File: config.mk
export PLATFORM = sky130hd
export DESIGN_NAME = write_ptr
export DESIGN_NICKNAME = d
export VERILOG_FILES = /design/src/rtl/write_ptr.sv
export SDC_FILE = /design/constraint.sdc
export NUM_CORES = 1
export LEC_CHECK = 0
export CORE_AREA = 2 2 39 41
export CTS_BUF_LIST = sky130_fd_sc_hd__clkbuf_16
export CTS_CLUSTER_DIAMETER = 80
export DETAILED_ROUTE_END_ITERATION = 6
export DIE_AREA = 0 0 41 43
export DONT_BUFFER_PORTS = 1
export SLEW_MARGIN = 40
export SYNTH_ARGS = -nofsm -noshare
export SYNTH_HDL_FRONTEND = slang
export SYNTH_SLANG_ARGS = --single-unit
File: constraint.sdc
create_clock -name clk_i -period 2.1 [get_ports clk_i]
set_input_delay 0.42 -clock clk_i [delete_from_list [all_inputs] [get_ports clk_i]]
set_output_delay 0.42 -clock clk_i [all_outputs]
set_load 0.02 [all_outputs]
File: src/rtl/write_ptr.sv
// Write-side pointer and registered full flag for a dual-clock FIFO (write clock domain).
// Pointer and full update on the same edge as the accepting write; writes while full are dropped.
module write_ptr #(
  parameter int ADDR_SIZE = 4
) (
  input  logic                 clk_i,
  input  logic                 rst_i,
  input  logic [ADDR_SIZE:0]   wr_ptr_2_i,
  input  logic                 inc_i,
  output logic [ADDR_SIZE:0]   ptr_o,
  output logic [ADDR_SIZE-1:0] addr_o,
  output logic                 fifo_full_o
);

  logic [ADDR_SIZE:0] bin;
  logic [ADDR_SIZE:0] bin_next;
  logic [ADDR_SIZE:0] gray_next;
  logic [ADDR_SIZE:0] full_target;
  logic               wr_accept;

  assign wr_accept = inc_i & ~fifo_full_o;
  assign bin_next  = bin + {{ADDR_SIZE{1'b0}}, wr_accept};
  assign gray_next = (bin_next >> 1) ^ bin_next;

  // The writer is a full lap ahead when its Gray pointer equals the read pointer
  // with the two top bits inverted.
  assign full_target = {~wr_ptr_2_i[ADDR_SIZE:ADDR_SIZE-1], wr_ptr_2_i[ADDR_SIZE-2:0]};

  always_ff @(posedge clk_i) begin
    if (!rst_i) begin
      bin         <= '0;
      ptr_o       <= '0;
      fifo_full_o <= 1'b0;
    end else begin
      bin         <= bin_next;
      ptr_o       <= gray_next;
      fifo_full_o <= (gray_next == full_target);
    end
  end

  assign addr_o = bin[ADDR_SIZE-1:0];

endmodule

==> results of run 1 <==
placed cells by master, fill, tap and decap left out, types with 2 or more instances in the layout:
cell        n
ha_1        2
and2_1      8
xor2_1      6
xnor2_1     5
buf_4       4
dfxtp_1    10
nor2b_1     2
nand2_1     3
clkbuf_16   3
nor2_1      2
worst reg2reg max path: stages (launching register included):
cell and delay [ns]:
dfxtp_1 0.30, nor2b_1 0.13, ha_1 0.18, ha_1 0.16, nand2b_1 0.12, o22ai_1 0.07, a31oi_1 0.22, xor3_1 0.27
nor4_2 0.26
synth_stat cells (all sizes together):
library cell  count  area (um2)
a21oi             1        5.00
nand2b            1        6.26
nand2             3        11.3
xor2              7        68.8
inv               1        3.75
dfxtp            10         200
ha                2        25.0
nor4              1        12.5
or2b              1        7.51
nor2              2        7.51
xnor2             5        43.8
xor3              1        23.8
and2              9        57.6
nand3             1        5.00
nor2b             2        12.5
o22ai             1        6.26
a31oi             1        6.26
kinds of logic after synthesis:
logic type / share of synthesized area [%]
simple gates: 23.9
xor+xnor: 27.1
flops: 39.8
compound gates: 3.48
fa+ha+maj: 4.97
buf+inv: 0.746
per-layer routing:
| metal | up-vias | routed length (um) | track usage, % |
|---|---|---|---|
| met5 | - | 0 | 0 |
| met4 | 0 | 44 | 14.0 |
| met3 | 5 | 52 | 4.71 |
| met2 | 13 | 409 | 19.4 |
| met1 | 149 | 344 | 12.3 |
| li1 | 171 | - | - |
layout make-up:
class                   instances  area (um2)
clock buffers                   3        75.1
fillers                       143         756
inverters                       1        3.75
multi-input cells              38         299
flip-flops and latches         10         200
well taps                      16        20.0
repair buffers                  4        30.0
power by group through the flow:
stage               sequential [mW]  combinational [mW]  clock (mW)
global placement              0.221              0.0564           0
CTS                           0.219              0.0570       0.338
floorplan                     0.223              0.0431           0
global route                  0.220              0.0625       0.345
finish                        0.219              0.0559       0.330
detailed placement            0.222              0.0569           0
flip-flops by register name, indices dropped and copies added (netlist names):
| register | cells |
|---|---|
| ptr_o | 5 |
| fifo_full_o | 1 |
| bin | 4 |
worst paths after layout:
path	startpoint	to	slack (ns)
worst max-delay path	fifo_full_o	fifo_full_o	0.29
worst min-delay path	rst_i	ptr_o[3]	0.30
worst max register to register	fifo_full_o	fifo_full_o	0.29
worst min register to register	bin[0]	bin[0]	0.70
stage by stage:
stage,instances,instance area (um2)
2_1_floorplan,49,503
4_1_cts,72,628
3_5_place_dp,69,553
3_3_place_gp,69,553
6_report,72,628
5_1_grt,72,628
==> impl_metrics.csv, run 1 <==
group,metric,value,unit
setup_path,path_common_cell,"ha_1",
clocking,cts_tree,"yes",
sta,finClkSkew,0.00105,ns
hold_path,hp-class,"in -> reg",
logic_synthesis,avgSynthCellArea,10.3,um2
sta,slew_viol_final,0,
routing,num_vias,338,
clocking,cts_htree_levels,1,
power_and_ir_drop,p_clk_share,54.6,%
power_and_ir_drop,internal_power,477,uW
global_route,grt_usage,13.1,%
layout,syn2layout_area_growth,24.9,%
floorplan,pin_count,18,
routing,wl,850,um
clocking,clockRootBuffer,"clkbuf_16",
floorplan,start_util,36.3,%
setup_path,reg2regPathDepth,8,
layout,drive_gt1_share,17.9,%
logic_synthesis,synth_cell_types,19,
setup_path,end_kind,"register",
placed_design,place_ws,0.131,ns
setup_path,worst-path-stages,8,
placed_design,port_buffers,0,
routing,wire_per_inst,11.8,um
routing,antenna_left,0,
sta,setup_ws,0.287,ns
sta,min_period_over_period,86.3,%
sta,worst_pin_slew,0.442,ns
routing,drt_iter0_drc,1,
routing,vias_per_cell,4.69,
sta,rsz0062_at_grt,"false",
clocking,hold_buffers,0,
layout,nNetsFinal,68,
sta,fmax,552,MHz
power_and_ir_drop,p_total,604,uW
setup_path,crit_fanout,2,
logic_synthesis,synth_nets,59,
clocking,clock_path_buffers,2,
clocking,postCtsSetupRepairBufs,0,
power_and_ir_drop,p_per_area,962,mW/mm2
routing,remaining_drc_errors,0,
power_and_ir_drop,pwr-share-seq,36.2,%
floorplan,die_width,41,um
hold_path,min_path_cells,1,
setup_path,start_kind,"register",
sta,setup_viol,0,
global_route,grt_pass1_vias,336,
floorplan,die-area,0.00176,mm2
setup_path,path_class,"reg -> reg",
global_route,grt_max_degree,11,
setup_path,crit_required,2.25,ns
power_and_ir_drop,p_switching,127,uW
floorplan,die_y,43,um
power_and_ir_drop,sw_frac_of_total,21.0,%
logic_synthesis,yosysWarningCount,0,
clocking,clk_latency,0.24,ns
layout,antenna_cells,0,
sta,fin_tns_setup,0,ns
global_route,grt_pass1_wl,1.40,mm
clocking,cts_made_buffers,3,
setup_path,slowest_delay,0.30,ns
sta,period_minus_slack,1.81,ns
global_route,grt.overflow.total,0,
logic_synthesis,netlist_area,503,um2
global_route,antenna_found_initial,0,
floorplan,core,0.00138,mm2
routing,drt_first_pass_iters,2,
logic_synthesis,yosysSeqAreaShare,39.8,%
sta,whs,0.305,ns
job,drv_cap,0,
power_and_ir_drop,cellLeakagePower,0.276,nW
logic_synthesis,synth_cells,49,
setup_path,cp.arrival,1.96,ns
sta,hold_viol,0,
power_and_ir_drop,combPwrFrac,9.3,%
clocking,cts_sinks,10,
setup_path,slowest_stage,"dfxtp_1",
setup_path,worstPathCellList,"nor2b_1, ha_1, ha_1, nand2b_1, o22ai_1, a31oi_1, xor3_1, nor4_2",
layout,utilization,45.4,%
run_status,status,"complete, no violations",
setup_path,crit_family,"simple AND/OR/NAND/NOR gates",
clocking,path_clk_slew,0.04,ns
setup_path,path_buf_inv,0,
logic_synthesis,ys_seq_elements,10,
sta,slew_headroom,70.5,%
clocking,cts-resized-gates,0,
power_and_ir_drop,ir_drop,0.404,mV
floorplan,core.rowCount,14,
placed_design,place_hpwl,640,um
placed_design,globalplace.congestion,0.654,
Power figures use the tool's default switching activity.
==> inputs of run 2 (changes only) <==
- ABC_AREA: not set -> 1
==> impl_metrics.csv, run 2 <==
group,metric,value,unit
layout,antenna_cells,0,
layout,top_register,"ptr_o",
floorplan,start_util,41.1,%
clocking,clk_latency,0.23,ns
logic_synthesis,synth_top_area_cell,"dfxtp_1",
routing,vias_per_cell,5.23,
logic_synthesis,ys_seq_elements,10,
global_route,antenna_found_initial,0,
logic_synthesis,synthTopCellsByArea,"dfxtp_1 (35%), nand2_1 (22%), inv_1 (8.6%)",
setup_path,crit_required,2.27,ns
routing,wl,1.22,mm
floorplan,pin_count,18,
routing,remaining_drc_errors,0,
clocking,cts_tree,"yes",
floorplan,die-area,0.00176,mm2
clocking,postCtsSetupRepairBufs,0,
layout,drive_gt1_share,11.7,%
logic_synthesis,synth_top_area_share,35.2,%
sta,hold_viol,0,
setup_path,reg2reg_from,"fifo_full_o",
power_and_ir_drop,internal_power,477,uW
layout,final.fill_count,139,
logic_synthesis,async_flop_share,0,%
logic_synthesis,yosysWarningCount,0,
setup_path,start_kind,"register",
floorplan,core,0.00138,mm2
sta,fmax,574,MHz
setup_path,startpoint,"fifo_full_o",
clocking,clockRootBuffer,"clkbuf_16",
placed_design,port_buffers,0,
power_and_ir_drop,p_per_area,915,mW/mm2
clocking,cts_sinks,10,
logic_synthesis,avgSynthCellArea,6.40,um2
logic_synthesis,synth_cell_types,14,
sta,finClkSkew,0.000796,ns
sta,slew_viol_final,0,
global_route,grt_usage,15.4,%
routing,wire_per_inst,11.1,um
logic_synthesis,synth-main-ff-cell,"dfxtp_1",
sta,slew_headroom,66.4,%
routing,drt_first_pass_iters,4,
power_and_ir_drop,sw_frac_of_total,22.9,%
sta,fin_tns_setup,0,ns
power_and_ir_drop,combPwrFrac,12.1,%
logic_synthesis,synth.top_cells.by_count,"nand2_1 (34), inv_1 (13), dfxtp_1 (10)",
power_and_ir_drop,cellLeakagePower,0.359,nW
clocking,hold_buffers,0,
layout,syn2layout_area_growth,18.7,%
setup_path,crit_fanout,5,
global_route,grt_pass1_wl,1.81,mm
clocking,path_clk_slew,0.04,ns
floorplan,core.rowCount,14,
routing,num_vias,575,
clocking,clock_path_buffers,2,
sta,min_period_over_period,83.0,%
power_and_ir_drop,ir_drop,0.497,mV
clocking,cts-resized-gates,0,
setup_path,cp.arrival,1.92,ns
global_route,grt_pass1_vias,486,
layout,final_cell_mix,"nand2_1 (34), inv_1 (13), dfxtp_1 (10), nor2_1 (7), nand3_1 (7)",
hold_path,hp-class,"in -> reg",
logic_synthesis,synth_cells,89,
setup_path,end_kind,"register",
placed_design,place_hpwl,913,um
global_route,grt.overflow.total,0,
routing,antenna_left,0,
logic_synthesis,yosysSeqAreaShare,35.2,%
sta,setup_viol,0,
power_and_ir_drop,p_switching,142,uW
sta,worst_pin_slew,0.503,ns
floorplan,die_width,41,um
clocking,cts_made_buffers,3,
placed_design,globalplace.congestion,0.801,
floorplan,die_y,43,um
power_and_ir_drop,p_total,618,uW
clocking,cts_htree_levels,1,
sta,period_minus_slack,1.74,ns
power_and_ir_drop,p_clk_share,53.2,%
job,drv_cap,0,
layout,nNetsFinal,106,
sta,rsz0062_at_grt,"false",
logic_synthesis,synth.most_common_cell,"nand2_1",
logic_synthesis,synth_edf_count,0,
logic_synthesis,synth_nets,99,
setup_path,path_class,"reg -> reg",
routing,drt_iter0_drc,20,
layout,top_regs,"ptr_o x5, bin x4, fifo_full_o x1",
layout,final_common_cell,"nand2_1",
layout,largest_register_ffs,5,
hold_path,min_from,"rst_i",
power_and_ir_drop,pwr-share-seq,34.7,%
run_status,status,"complete, no violations",
global_route,grt_max_degree,11,
logic_synthesis,netlist_area,569,um2
==> run 2: final cells by class <==
| class | instances | area, um2 | share of cell area [%] |
|---|---|---|---|
| tap | 16 | 20.0 | 2.96 |
| timing repair buffer | 3 | 22.5 | 3.33 |
| clock buffer | 3 | 75.1 | 11.1 |
| multi-input combinational | 64 | 305 | 45.2 |
| sequential | 10 | 200 | 29.6 |
| inverter | 14 | 52.6 | 7.78 |
==> run 2: worst paths after layout <==
check,slack [ns],end,depth (start not counted)
setup reg to reg,0.36,fifo_full_o,12
setup / recovery,0.36,fifo_full_o,12
hold / removal,0.28,bin[1],2
hold reg to reg,0.62,bin[0],3
==> run 2: metrics by stage <==
stage / hold WS, ns / setup WS, ns / util [%] / area [um2] / std cells
3_5_place_dp: 0.522 / 0.235 / 43.4 / 601 / 107
6_report: 0.284 / 0.358 / 48.8 / 676 / 110
4_1_cts: 0.283 / 0.349 / 48.8 / 676 / 110
3_3_place_gp: 0.523 / 0.264 / 43.4 / 601 / 107
5_1_grt: 0.292 / 0.139 / 48.8 / 676 / 110
2_1_floorplan: 0.518 / 0.408 / - / 569 / 89
==> run 2: power groups by stage <==
| stage | combinational [mW] | sequential (mW) | clock, mW |
|---|---|---|---|
| after floorplan | 0.0515 | 0.223 | 0 |
| after global placement | 0.0715 | 0.218 | 0 |
| after detailed placement | 0.0732 | 0.218 | 0 |
| after CTS | 0.0747 | 0.215 | 0.333 |
| after global routing | 0.0858 | 0.216 | 0.339 |
| final | 0.0750 | 0.214 | 0.329 |
==> run 2: layer usage <==
layer  vias up  share of wire [%]  track usage (%)
met3         7                4.7             1.57
li1        293                  -                -
met2        17                 46             21.3
met4         0                4.3             14.0
met1       258                 45             19.9
met5         -                  0                0
==> run 2: logic make-up after synthesis <==
| family | Yosys count | synth area share (%) |
|---|---|---|
| flip-flops | 10 | 35.2 |
| AO/OA/AOI/OAI | 4 | 3.52 |
| adder cells (fa/ha/maj) | 2 | 4.39 |
| AND/OR/NAND/NOR | 58 | 45.7 |
| buffers and inverters | 15 | 11.2 |
==> run 2: worst max-delay path, cell delays in order, from the launching register on <==
cell     delay [ns]
dfxtp_1        0.32
nor2_1         0.05
ha_1           0.23
ha_1           0.36
inv_1          0.12
nand2_1        0.09
nand3_1        0.07
nand2_1        0.05
nor2_1         0.09
nand2_1        0.06
nor2_1         0.10
nand2_1        0.06
nor2_1         0.07
